==> config.mk <==
export PLATFORM = sky130hd
export DESIGN_NAME = arm7tdmi_ex_wb_flat
export DESIGN_NICKNAME = d
export VERILOG_FILES = /design/src/rtl/arm7tdmi_ex_wb_if.sv /design/src/rtl/arm7tdmi_ex_wb.sv /design/src/flat_wrapper.sv
export SDC_FILE = /design/constraint.sdc
export NUM_CORES = 1
export LEC_CHECK = 0
export ABC_AREA = 0
export CORE_ASPECT_RATIO = 0.7
export CORE_MARGIN = 3
export CORE_UTILIZATION = 32
export DETAILED_ROUTE_END_ITERATION = 10
export GPL_ROUTABILITY_DRIVEN = 0
export SYNTH_ARGS = -nofsm -noshare
export SYNTH_HDL_FRONTEND = slang
export SYNTH_SLANG_ARGS = --single-unit
==> constraint.sdc <==
create_clock -name clk -period 3.8 [get_ports clk]
set_input_delay 0.76 -clock clk [delete_from_list [all_inputs] [get_ports clk]]
set_output_delay 0.76 -clock clk [all_outputs]
set_load 0.01 [all_outputs]
==> src/rtl/arm7tdmi_ex_wb_if.sv <==
// ALU-op encoding and the execute->writeback handshake bundle for arm7tdmi_ex_wb.
package arm7tdmi_ex_wb_pkg;
  typedef enum logic [4:0] {
    ALU_AND = 5'd0, ALU_EOR, ALU_SUB, ALU_RSB, ALU_ADD, ALU_ADC, ALU_SBC, ALU_RSC,
    ALU_TST, ALU_TEQ, ALU_CMP, ALU_CMN, ALU_ORR, ALU_MOV, ALU_BIC, ALU_MVN
  } alu_op_t;
endpackage

interface arm7tdmi_ex_wb_if #(
  parameter int unsigned RD_W = 4
);
  import arm7tdmi_ex_wb_pkg::*;

  logic            ex_valid;
  logic            ex_ready;
  alu_op_t         alu_op;
  logic            set_flags;
  logic [RD_W-1:0] rd;
  logic [31:0]     result;
  logic            negative;
  logic            zero;
  logic            carry_out;
  logic            overflow;
  logic            wb_valid;
  logic            wb_ready;
  logic            wb_we;
  logic [RD_W-1:0] wb_rd;
  logic [31:0]     wb_data;

  modport master (
    output ex_valid, alu_op, set_flags, rd, result, negative, zero, carry_out, overflow,
    output wb_ready,
    input  ex_ready, wb_valid, wb_we, wb_rd, wb_data
  );

  modport slave (
    input  ex_valid, alu_op, set_flags, rd, result, negative, zero, carry_out, overflow,
    input  wb_ready,
    output ex_ready, wb_valid, wb_we, wb_rd, wb_data
  );
endinterface

==> src/rtl/arm7tdmi_ex_wb.sv <==
// ARM7TDMI execute->writeback register: one-entry skid, NZCV flag update, retire counter.
// Define ARM7TDMI_EXWB_FWD_EN to add the fwd_valid/fwd_rd/fwd_data operand-bypass outputs.
module arm7tdmi_ex_wb
  import arm7tdmi_ex_wb_pkg::*;
#(
  parameter int unsigned RD_W = 4
) (
  input  logic                clk,
  input  logic                rst_n,
  arm7tdmi_ex_wb_if.slave     bus,
  input  logic                flush,
  output logic [3:0]          flags_nzcv,
  output logic [31:0]         retire_cnt
`ifdef ARM7TDMI_EXWB_FWD_EN
  ,
  output logic                fwd_valid,
  output logic [RD_W-1:0]     fwd_rd,
  output logic [31:0]         fwd_data
`endif
);

  logic            wb_valid_q;
  logic            wb_we_q;
  logic [RD_W-1:0] wb_rd_q;
  logic [31:0]     wb_data_q;
  logic [3:0]      flags_q;
  logic [31:0]     retire_q;

  logic ex_ready;
  logic accept;
  logic drain;
  logic op_known;
  logic op_arith;
  logic op_cmp;
  logic [3:0] flags_d;

  assign ex_ready = !wb_valid_q || bus.wb_ready;
  assign accept   = bus.ex_valid && ex_ready && !flush;
  assign drain    = wb_valid_q && bus.wb_ready;

  always_comb begin
    op_known = 1'b1;
    op_arith = 1'b0;
    op_cmp   = 1'b0;
    case (bus.alu_op)
      ALU_SUB, ALU_RSB, ALU_ADD, ALU_ADC, ALU_SBC, ALU_RSC: op_arith = 1'b1;
      ALU_CMP, ALU_CMN: begin
        op_arith = 1'b1;
        op_cmp   = 1'b1;
      end
      ALU_TST, ALU_TEQ: op_cmp = 1'b1;
      ALU_AND, ALU_EOR, ALU_ORR, ALU_MOV, ALU_BIC, ALU_MVN: op_known = 1'b1;
      default: op_known = 1'b0;
    endcase
  end

  // Logical ops leave V alone; arithmetic ops take all four flags from the ALU.
  always_comb begin
    flags_d = flags_q;
    if (op_arith) begin
      flags_d = {bus.negative, bus.zero, bus.carry_out, bus.overflow};
    end else begin
      flags_d = {bus.negative, bus.zero, bus.carry_out, flags_q[0]};
    end
  end

  always_ff @(posedge clk or negedge rst_n) begin
    if (!rst_n) begin
      wb_valid_q <= 1'b0;
      wb_we_q    <= 1'b0;
      wb_rd_q    <= '0;
      wb_data_q  <= '0;
      flags_q    <= 4'b0000;
      retire_q   <= '0;
    end else begin
      if (flush) begin
        wb_valid_q <= 1'b0;
      end else if (accept) begin
        wb_valid_q <= 1'b1;
        wb_we_q    <= op_known && !op_cmp;
        wb_rd_q    <= bus.rd;
        wb_data_q  <= bus.result;
        if (bus.set_flags && op_known) begin
          flags_q <= flags_d;
        end
      end else if (drain) begin
        wb_valid_q <= 1'b0;
      end
      if (drain && !flush) begin
        retire_q <= retire_q + 32'd1;
      end
    end
  end

  assign bus.ex_ready = ex_ready;
  assign bus.wb_valid = wb_valid_q;
  assign bus.wb_we    = wb_we_q;
  assign bus.wb_rd    = wb_rd_q;
  assign bus.wb_data  = wb_data_q;
  assign flags_nzcv   = flags_q;
  assign retire_cnt   = retire_q;

`ifdef ARM7TDMI_EXWB_FWD_EN
  assign fwd_valid = wb_valid_q && wb_we_q;
  assign fwd_rd    = wb_rd_q;
  assign fwd_data  = wb_data_q;
`endif

endmodule
==> src/flat_wrapper.sv <==
// flat-port wrapper written by rule: the top's interface ports become plain ports
module arm7tdmi_ex_wb_flat import arm7tdmi_ex_wb_pkg::*;
#(
  parameter int unsigned RD_W = 4
)
  (clk, rst_n, flush, flags_nzcv, retire_cnt, bus_ex_valid, bus_alu_op, bus_set_flags, bus_rd, bus_result, bus_negative, bus_zero, bus_carry_out, bus_overflow, bus_wb_ready, bus_ex_ready, bus_wb_valid, bus_wb_we, bus_wb_rd, bus_wb_data);
  arm7tdmi_ex_wb_if #(.RD_W(RD_W)) bus_i ();
  input  logic clk;
  input  logic rst_n;
  input  logic flush;
  output logic [3:0] flags_nzcv;
  output logic [31:0] retire_cnt;
  input wire logic [$bits(bus_i.ex_valid)-1:0] bus_ex_valid;
  input wire logic [$bits(bus_i.alu_op)-1:0] bus_alu_op;
  input wire logic [$bits(bus_i.set_flags)-1:0] bus_set_flags;
  input wire logic [$bits(bus_i.rd)-1:0] bus_rd;
  input wire logic [$bits(bus_i.result)-1:0] bus_result;
  input wire logic [$bits(bus_i.negative)-1:0] bus_negative;
  input wire logic [$bits(bus_i.zero)-1:0] bus_zero;
  input wire logic [$bits(bus_i.carry_out)-1:0] bus_carry_out;
  input wire logic [$bits(bus_i.overflow)-1:0] bus_overflow;
  input wire logic [$bits(bus_i.wb_ready)-1:0] bus_wb_ready;
  output wire logic [$bits(bus_i.ex_ready)-1:0] bus_ex_ready;
  output wire logic [$bits(bus_i.wb_valid)-1:0] bus_wb_valid;
  output wire logic [$bits(bus_i.wb_we)-1:0] bus_wb_we;
  output wire logic [$bits(bus_i.wb_rd)-1:0] bus_wb_rd;
  output wire logic [$bits(bus_i.wb_data)-1:0] bus_wb_data;
  assign bus_i.ex_valid = bus_ex_valid;
  assign bus_i.alu_op = bus_alu_op;
  assign bus_i.set_flags = bus_set_flags;
  assign bus_i.rd = bus_rd;
  assign bus_i.result = bus_result;
  assign bus_i.negative = bus_negative;
  assign bus_i.zero = bus_zero;
  assign bus_i.carry_out = bus_carry_out;
  assign bus_i.overflow = bus_overflow;
  assign bus_i.wb_ready = bus_wb_ready;
  assign bus_ex_ready = bus_i.ex_ready;
  assign bus_wb_valid = bus_i.wb_valid;
  assign bus_wb_we = bus_i.wb_we;
  assign bus_wb_rd = bus_i.wb_rd;
  assign bus_wb_data = bus_i.wb_data;
  arm7tdmi_ex_wb #(.RD_W(RD_W)) u_core (.clk(clk), .rst_n(rst_n), .bus(bus_i), .flush(flush), .flags_nzcv(flags_nzcv), .retire_cnt(retire_cnt));
endmodule
==> results of run 1 <==
-- power groups by stage --
| stage | Sequential (mW) | Clock [mW] | Combinational [mW] |
|---|---|---|---|
| after floorplan | 1.00 | 0 | 0.113 |
| after global placement | 0.961 | 0 | 0.449 |
| after detailed placement | 0.965 | 0 | 0.452 |
| after CTS | 0.953 | 0.875 | 0.453 |
| after global routing | 0.968 | 0.905 | 0.479 |
| final | 0.952 | 0.845 | 0.444 |
-- logic make-up (layout without fill, tap and decap cells) --
kind of cell             after synthesis  count (layout)  share of synthesized area, %
AO/OA/AOI/OAI                          2               2                         0.323
XOR/XNOR                              31              31                          8.76
adder cells (fa/ha/maj)                1               1                         0.404
buffers and inverters                 12             145                          2.18
flip-flops                            74              74                          59.7
multiplexers                          41              41                          14.9
AND/OR/NAND/NOR                       71              71                          13.7
-- cell type report --
class                   instances  area, sq um  area share, %
inverters                       3         11.3          0.236
clock inverters                 2         35.0          0.735
repair buffers                126         1270           26.6
flip-flops and latches         74         1850           38.8
multi-input cells             146         1180           24.8
well taps                     124          155           3.25
clock buffers                  14          264           5.54
-- Yosys cell counts --
cell type / number
sky130_fd_sc_hd__buf_4: 3
sky130_fd_sc_hd__nor4_4: 1
sky130_fd_sc_hd__a21oi_1: 2
sky130_fd_sc_hd__nor2_2: 1
sky130_fd_sc_hd__nor3b_1: 1
sky130_fd_sc_hd__nand4_1: 19
sky130_fd_sc_hd__and3b_1: 2
sky130_fd_sc_hd__dfrtp_1: 74
sky130_fd_sc_hd__nor4_1: 2
sky130_fd_sc_hd__ha_1: 1
sky130_fd_sc_hd__and2_1: 4
sky130_fd_sc_hd__inv_1: 3
sky130_fd_sc_hd__nor3_1: 1
sky130_fd_sc_hd__xor2_1: 3
sky130_fd_sc_hd__nor2_1: 7
sky130_fd_sc_hd__nand3b_1: 1
sky130_fd_sc_hd__nand4b_1: 1
sky130_fd_sc_hd__xnor2_1: 28
sky130_fd_sc_hd__and4b_1: 1
sky130_fd_sc_hd__mux2_2: 41
sky130_fd_sc_hd__nand3_1: 9
sky130_fd_sc_hd__buf_6: 1
sky130_fd_sc_hd__buf_2: 3
sky130_fd_sc_hd__and3_1: 6
sky130_fd_sc_hd__clkbuf_1: 2
sky130_fd_sc_hd__nor2b_1: 1
sky130_fd_sc_hd__nand3_2: 1
sky130_fd_sc_hd__and4_1: 2
sky130_fd_sc_hd__nand2_1: 11
-- layer usage --
layer  up-vias  GRT usage, %
met5         -             0
met2        80          19.6
met3         7          6.84
met1      1098          18.4
met4         0          4.22
li1       1081             -
-- worst paths after layout --
path                       cells after the start                               from  slack (ps)                           endpoint
setup / recovery                               4                       bus_wb_ready        1020                       bus_ex_ready
hold / removal                                 1  u_core.retire_cnt[31]$_DFFE_PN0P_         470  u_core.retire_cnt[31]$_DFFE_PN0P_
setup reg to reg                               4   u_core.retire_cnt[9]$_DFFE_PN0P_        1760  u_core.retire_cnt[26]$_DFFE_PN0P_
hold reg to reg                                1  u_core.retire_cnt[31]$_DFFE_PN0P_         470  u_core.retire_cnt[31]$_DFFE_PN0P_
max in group asynchronous                      1                              rst_n        2620  u_core.bus.wb_data[9]$_DFFE_PN0P_
min in group asynchronous                      1                              rst_n         590   u_core.retire_cnt[6]$_DFFE_PN0P_
-- registers in the layout (all words and copies together) (netlist names) --
signal and count:
u_core.bus.wb_data 32, u_core.bus.wb_rd 4, u_core.bus.wb_valid 1, u_core.bus.wb_we 1, u_core.flags_nzcv 4, u_core.retire_cnt 32
-- per-stage QoR --
stage / setup slack [ps] / hold WS (ps) / cells / area (sq um) / total power [mW]
after floorplan: 1890 / 464 / 232 / 3100 / 1.12
final: 1020 / 474 / 489 / 4770 / 2.24
after CTS: 1020 / 478 / 489 / 4770 / 2.28
after detailed placement: 1030 / 466 / 473 / 4470 / 1.42
after global routing: 935 / 510 / 489 / 4770 / 2.35
after global placement: 1040 / 463 / 473 / 4470 / 1.41
-- worst max-delay path: stages --
cell and delay, ps:
sky130_fd_sc_hd__clkdlybuf4s50_1 450, sky130_fd_sc_hd__nor2b_1 250, sky130_fd_sc_hd__inv_1 80, sky130_fd_sc_hd__clkdlybuf4s50_1 490
==> impl_table.tex, run 1 <==
\begin{tabular}{lr}
\hline
Metric & Value \\
\hline
\multicolumn{2}{l}{\textbf{Drt}} \\
\quad Total detailed-routing wirelength & 7270 microns \\
\quad Met1 Wirelength & 3330 microns \\
\quad Routed length on met2 & 3140 microns \\
\quad Initial drt markers & 96 \\
\quad Top routing layer in use & met4 \\
\quad Number of nets with antenna violations after routing & 0 \\
\quad Ratio of routed vias to standard cells & 4.63 \\
\quad Remaining routing DRC violations & 0 \\
\quad Wire length per cell & 14.9 microns \\
\quad Total vias in the final route & 2266 \\
\quad First-pass iteration count of the detailed router & 4 \\
\quad Met3 WL post-DR & 745 microns \\
\multicolumn{2}{l}{\textbf{Clock network}} \\
\quad Quantity of hold-fixing buffers added after cts & 0 \\
\quad Post-CTS sizing & 0 \\
\quad Post-CTS Setup Repair Bufs & 0 \\
\quad CTS Buf Count & 9 \\
\quad Maximum buffer depth of the clock tree & 2 \\
\quad TritonCTS clock tree & done \\
\quad Latest clock arrival within the worst-skew pair & 320 ps \\
\quad TritonCTS Sinks & 74 \\
\quad Root buffer cell & sky130\_fd\_sc\_hd\_\_clkbuf\_16 \\
\quad CTS H-tree lvls & 3 \\
\quad Clk pin slew, worst setup/hold paths & 50 ps \\
\multicolumn{2}{l}{\textbf{Global routing}} \\
\quad GRT overflow & 0 \\
\quad First-pass GRT wire length & 11600 microns \\
\quad Total Routing Usage GR & 13.8\% \\
\quad Number of antenna violations at the first check in global routing & 0 \\
\quad Pin count of the biggest net entering global routing & 75 \\
\quad Via count of the first global-routing pass & 2338 \\
\multicolumn{2}{l}{\textbf{STA}} \\
\quad Fin crit period & 2780 ps \\
\quad Setup-violating endpoint count in the final report & 0 \\
\quad Fin Clk Skew & 2.91 ps \\
\quad Final Max Slew Viols & 0 \\
\quad Setup repair after global routing missed its margin & false \\
\quad Total count of hold-check failures in the final report & 0 \\
\quad Actual transition at the worst max-transition pin & 932 ps \\
\quad Setup Total Neg Slack & 0 ps \\
\quad Achievable clock frequency & 0.359 GHz \\
\quad Normalized max-slew margin & 37.8\% \\
\quad Portion of the clock cycle consumed by the worst path in the final layout & 73.3\% \\
\multicolumn{2}{l}{\textbf{Final layout}} \\
\quad Final core utilization & 51.5\% \\
\quad Number of filler cells placed in the layout & 827 \\
\quad Most common cell after layout, fill and taps aside & sky130\_fd\_sc\_hd\_\_clkdlybuf4s50\_1 \\
\quad Most used cells in the layout excluding fill and tap cells & sky130\_fd\_sc\_hd\_\_clkdlybuf4s50\_1, sky130\_fd\_sc\_hd\_\_dfrtp\_1, sky130\_fd\_sc\_hd\_\_mux2\_2 \\
\quad Area growth from synthesis to layout & 53.9\% \\
\quad Count of antenna diodes in the layout & 0 \\
\quad Final-stage net count & 412 \\
\quad Share of cells above drive strength 1 & 16.7\% \\
\multicolumn{2}{l}{\textbf{Yosys}} \\
\quad Gate count after technology mapping & 232 \\
\quad Sequential element share of the synthesized area & 59.7\% \\
\quad Distinct cell type count after synthesis & 29 \\
\quad Netlist area before placement & 3100 sq um \\
\quad Nets in the synthesized netlist & 284 \\
\quad Portion of synthesized cell area occupied by the leading cell type & 59.7\% \\
\quad Post-synthesis cell type with the largest combined area & sky130\_fd\_sc\_hd\_\_dfrtp\_1 \\
\quad Mean cell area of the mapped netlist & 13.4 sq um \\
\quad Count of warnings emitted by yosys & 0 \\
\quad Post-synthesis register bit count & 74 \\
\quad Most area-consuming cells after synthesis & sky130\_fd\_sc\_hd\_\_dfrtp\_1, sky130\_fd\_sc\_hd\_\_mux2\_2, sky130\_fd\_sc\_hd\_\_xnor2\_1 \\
\multicolumn{2}{l}{\textbf{Pwr}} \\
\quad Switching power as a share of total power & 23.3\% \\
\quad Peak ir drop on the vdd network & 258 uV \\
\quad Clock Power Share & 37.7\% \\
\quad Switch Pwr & 523 uW \\
\quad Leakage power total & 1.96 nW \\
\quad Power density of the placed cells & 470 nW/um\^{}2 \\
\quad Sequential Power Share & 42.5\% \\
\quad Combinational power share & 19.8\% \\
\quad Internal power & 1.72 mW \\
\multicolumn{2}{l}{\textbf{Floorplan}} \\
\quad Die span in y & 88.3 microns \\
\quad Site Rows & 29 \\
\quad Full die area & 10900 sq um \\
\quad Horiz. Die Dim & 124 microns \\
\quad I/O pin total & 126 \\
\quad Initial cell density of the core & 33.5\% \\
\quad Area of the core region & 9250 sq um \\
\multicolumn{2}{l}{\textbf{Critical path}} \\
\quad CP Data Required Time & 3040 ps \\
\quad Peak fanout along the critical path & 3 \\
\quad Critical path arrival & 2020 ps \\
\quad Type of the setup path with the least slack & input pin to output port \\
\quad Nature of the critical path startpoint & input pin \\
\quad Crit end category & output port \\
\multicolumn{2}{l}{\textbf{Flow run}} \\
\quad Max Cap Viol & 0 \\
\multicolumn{2}{l}{\textbf{Status}} \\
\quad Status & completed \\
\multicolumn{2}{l}{\textbf{Placement}} \\
\quad Post-DP HPWL & 5110 microns \\
\quad Total of buffers placed on input and output ports & 124 \\
\multicolumn{2}{l}{\textbf{Worst hold path}} \\
\quad Worst min-delay path category & flop to flop \\
\hline
\end{tabular}
No activity file was read; power rests on OpenSTA's default activity.
==> run 2, diff against run 1 <==
Clock period 3.8 ns to 2.9 ns, I/O delays scaled along.
==> run 2 against run 1 <==
  * Non-clock buffer count up 2
  * Clock-buffer cell count stayed put
  * Register-to-register slack lost 910 ps
  * Global-route usage is 0.083 points higher
  * Worst setup slack worse by 500 ps
  * Sequential share of layout area shrank 0.12 points
  * Core utilization increased by 0.16 points
  * Sequential cell count stayed put
  * Total power rose by 31%
==> impl_table.tex, run 2 (synthesized netlist as in run 1, its figures left out) <==
\begin{tabular}{lr}
\hline
Metric & Value \\
\hline
\multicolumn{2}{l}{\textbf{Drt}} \\
\quad Ratio of routed vias to standard cells & 4.62 (was 4.63) \\
\quad First-pass iteration count of the detailed router & 5 (was 4) \\
\quad Number of nets with antenna violations after routing & 0 (unchanged) \\
\quad Total vias in the final route & 2270 (was 2266) \\
\quad Initial drt markers & 73 (was 96) \\
\quad Wire length per cell & 15.1 microns (was 14.9 microns) \\
\quad Remaining routing DRC violations & 0 (unchanged) \\
\quad Total detailed-routing wirelength & 7400 microns (was 7270 microns) \\
\multicolumn{2}{l}{\textbf{Pwr}} \\
\quad Clock Power Share & 37.8\% (was 37.7\%) \\
\quad Peak ir drop on the vdd network & 301 uV (was 258 uV) \\
\quad Switch Pwr & 687 uW (was 523 uW) \\
\quad Sequential Power Share & 42.4\% (was 42.5\%) \\
\quad Internal power & 2.25 mW (was 1.72 mW) \\
\quad Switching power as a share of total power & 23.4\% (was 23.3\%) \\
\quad Leakage power total & 1.97 nW (was 1.96 nW) \\
\quad Combinational power share & 19.7\% (was 19.8\%) \\
\quad Power density of the placed cells & 614 nW/um\^{}2 (was 470 nW/um\^{}2) \\
\multicolumn{2}{l}{\textbf{Critical path}} \\
\quad Critical path's most frequent cell & sky130\_fd\_sc\_hd\_\_clkdlybuf4s50\_1 (unchanged) \\
\quad Chain of cells forming the critical path & clkdlybuf4s50\_1 -> nor2b\_1 -> inv\_1 -> clkdlybuf4s50\_1 (unchanged) \\
\quad Peak fanout along the critical path & 3 (unchanged) \\
\quad Slowest stage cell, crit path & sky130\_fd\_sc\_hd\_\_clkdlybuf4s50\_1 (unchanged) \\
\quad Worst reg2reg path depth & 4 (unchanged) \\
\quad Crit end category & output port (unchanged) \\
\quad Critical register-to-register path startpoint & u\_core.retire\_cnt[6]\$\_DFFE\_PN0P\_ (was u\_core.retire\_cnt[9]\$\_DFFE\_PN0P\_) \\
\quad Register-to-register setup slack & 850 ps (was 1760 ps) \\
\quad Nature of the critical path startpoint & input pin (unchanged) \\
\quad Worst path max stage delay & 480 ps (was 490 ps) \\
\quad Critical path startpoint & bus\_wb\_ready (unchanged) \\
\quad Critical path arrival & 1810 ps (was 2020 ps) \\
\quad End point of the critical path & bus\_ex\_ready (unchanged) \\
\quad Type of the setup path with the least slack & input pin to output port (unchanged) \\
\quad Capture point of the worst reg-to-reg path & u\_core.retire\_cnt[23]\$\_DFFE\_PN0P\_ (was u\_core.retire\_cnt[26]\$\_DFFE\_PN0P\_) \\
\quad CP Data Required Time & 2320 ps (was 3040 ps) \\
\multicolumn{2}{l}{\textbf{STA}} \\
\quad Actual transition at the worst max-transition pin & 932 ps (about the same) \\
\quad Fin crit period & 2390 ps \\
\quad Setup Total Neg Slack & 0 ps (unchanged) \\
\quad Portion of the clock cycle consumed by the worst path in the final layout & 82.4\% \\
\quad Total count of hold-check failures in the final report & 0 (unchanged) \\
\quad Setup-violating endpoint count in the final report & 0 (unchanged) \\
\quad Normalized max-slew margin & 37.9\% (was 37.8\%) \\
\quad Achievable clock frequency & 0.419 GHz \\
\quad Setup repair after global routing missed its margin & false (unchanged) \\
\quad Final Max Slew Viols & 0 (unchanged) \\
\quad Fin Clk Skew & 3.41 ps (was 2.91 ps) \\
\multicolumn{2}{l}{\textbf{Global routing}} \\
\quad Pin count of the biggest net entering global routing & 75 (unchanged) \\
\quad Fraction of met1 tracks used by global routing & 18.7\% (was 18.4\%) \\
\quad First-pass GRT wire length & 11800 microns (was 11600 microns) \\
\quad Highest-utilization routing layer at the global route stage & met2 (unchanged) \\
\quad Global routing met2 resource utilization & 19.6\% (unchanged) \\
\quad Via count of the first global-routing pass & 2308 (was 2338) \\
\quad Met3 track demand over resource & 6.96\% (was 6.84\%) \\
\quad GRT overflow & 0 (unchanged) \\
\quad Total Routing Usage GR & 13.8\% (about the same) \\
\quad Number of antenna violations at the first check in global routing & 0 (unchanged) \\
\multicolumn{2}{l}{\textbf{Placement}} \\
\quad Total of buffers placed on input and output ports & 124 (unchanged) \\
\quad Post-DP HPWL & 5240 microns (was 5110 microns) \\
\quad Instance count after placement with tap cells included & 475 (was 473) \\
\multicolumn{2}{l}{\textbf{Final layout}} \\
\quad Combined flip-flop and latch cell area & 1850 sq um (unchanged) \\
\quad Count of placed standard cells in the final layout, fillers left out & 491 (was 489) \\
\quad Area growth from synthesis to layout & 54.3\% (was 53.9\%) \\
\quad Number of filler cells placed in the layout & 811 (was 827) \\
\quad Combined area of the multi-input logic cells & 1180 sq um (unchanged) \\
\quad Count of antenna diodes in the layout & 0 (unchanged) \\
\quad Share of cells above drive strength 1 & 17.2\% (was 16.7\%) \\
\quad Most used cells in the layout excluding fill and tap cells & sky130\_fd\_sc\_hd\_\_clkdlybuf4s50\_1, sky130\_fd\_sc\_hd\_\_dfrtp\_1, sky130\_fd\_sc\_hd\_\_mux2\_2 (unchanged) \\
\quad Most common cell after layout, fill and taps aside & sky130\_fd\_sc\_hd\_\_clkdlybuf4s50\_1 (unchanged) \\
\quad Final-stage net count & 414 (was 412) \\
\quad Final core utilization & 51.7\% (was 51.5\%) \\
\multicolumn{2}{l}{\textbf{Clock network}} \\
\quad CTS Buf Count & 9 (unchanged) \\
\quad Quantity of hold-fixing buffers added after cts & 0 (unchanged) \\
\quad Root buffer cell & sky130\_fd\_sc\_hd\_\_clkbuf\_16 (unchanged) \\
\quad Latest clock arrival within the worst-skew pair & 330 ps (was 320 ps) \\
\quad TritonCTS Sinks & 74 (unchanged) \\
\quad TritonCTS clock tree & done (unchanged) \\
\quad Post-CTS Setup Repair Bufs & 0 (unchanged) \\
\quad Clk pin slew, worst setup/hold paths & 50 ps (about the same) \\
\quad CTS H-tree lvls & 3 (unchanged) \\
\quad Post-CTS sizing & 0 (unchanged) \\
\quad Maximum buffer depth of the clock tree & 2 (unchanged) \\
\multicolumn{2}{l}{\textbf{Worst hold path}} \\
\quad Worst min-delay path category & input pin to async pin (was flop to flop) \\
\multicolumn{2}{l}{\textbf{Status}} \\
\quad Status & completed (unchanged) \\
\multicolumn{2}{l}{\textbf{Flow run}} \\
\quad Max Cap Viol & 0 (unchanged) \\
\multicolumn{2}{l}{\textbf{Floorplan}} \\
\quad Full die area & 10900 sq um (unchanged) \\
\quad Horiz. Die Dim & 124 microns (unchanged) \\
\quad Initial cell density of the core & 33.5\% (unchanged) \\
\quad Die span in y & 88.3 microns (unchanged) \\
\quad I/O pin total & 126 (unchanged) \\
\quad Site Rows & 29 (unchanged) \\
\quad Area of the core region & 9250 sq um (unchanged) \\
\hline
\end{tabular}
[run 2: per-layer routing]
metal | wire length (microns) | share of wire (%) | up-vias
met5 | 0 | 0 | -
met4 | 87 | 1.2 | 0
met3 | 789 | 11 | 9
met2 | 3130 | 42 | 89
met1 | 3390 | 46 | 1091
li1 | - | - | 1081
[run 2: area by class of cell]
class,instances,share of cell area (%)
Clock buffer,14,5.52
Clock inverter,2,0.732
Inverter,3,0.235
Multi-Input combinational cell,146,24.8
Sequential cell,74,38.7
Tap cell,124,3.24
Timing Repair Buffer,128,26.8
[run 2: worst max-delay path: cells and delay by family]
family / cells / cell delay [ps]
AND/OR/NAND/NOR: 1 / 240
buffers and inverters: 3 / 1000
[run 2: worst min-delay path by stage]
stage                                            startpoint                           endpoint  slack, ps  cells past startpoint
final                                                 rst_n   u_core.retire_cnt[7]$_DFFE_PN0P_        370                      1
after detailed placement  u_core.retire_cnt[31]$_DFFE_PN0P_  u_core.retire_cnt[31]$_DFFE_PN0P_        470                      1
after global routing                                  rst_n   u_core.retire_cnt[7]$_DFFE_PN0P_        490                      1
after floorplan                                       rst_n  u_core.bus.wb_data[0]$_DFFE_PN0P_        280                      0
after global placement    u_core.retire_cnt[31]$_DFFE_PN0P_  u_core.retire_cnt[31]$_DFFE_PN0P_        460                      1
after CTS                                             rst_n   u_core.retire_cnt[7]$_DFFE_PN0P_        440                      1
[run 2: metrics by stage]
| step | total power, mW | hold slack, ps | area, sq um | worst slack, ps |
|---|---|---|---|---|
| finish | 2.94 | 374 | 4780 | 512 |
| CTS | 2.99 | 443 | 4780 | 492 |
| detailed placement | 1.86 | 466 | 4480 | 501 |
| global route | 3.09 | 490 | 4780 | 449 |
| floorplan | 1.46 | 284 | 3100 | 1170 |
| global placement | 1.85 | 463 | 4480 | 512 |
[run 2: power groups by stage]
stage,Sequential (mW),Combinational [mW],Clock (mW)
final,1.25,0.580,1.11
after global routing,1.26,0.627,1.20
after CTS,1.25,0.592,1.15
after detailed placement,1.26,0.591,0
after global placement,1.26,0.590,0
after floorplan,1.32,0.148,0
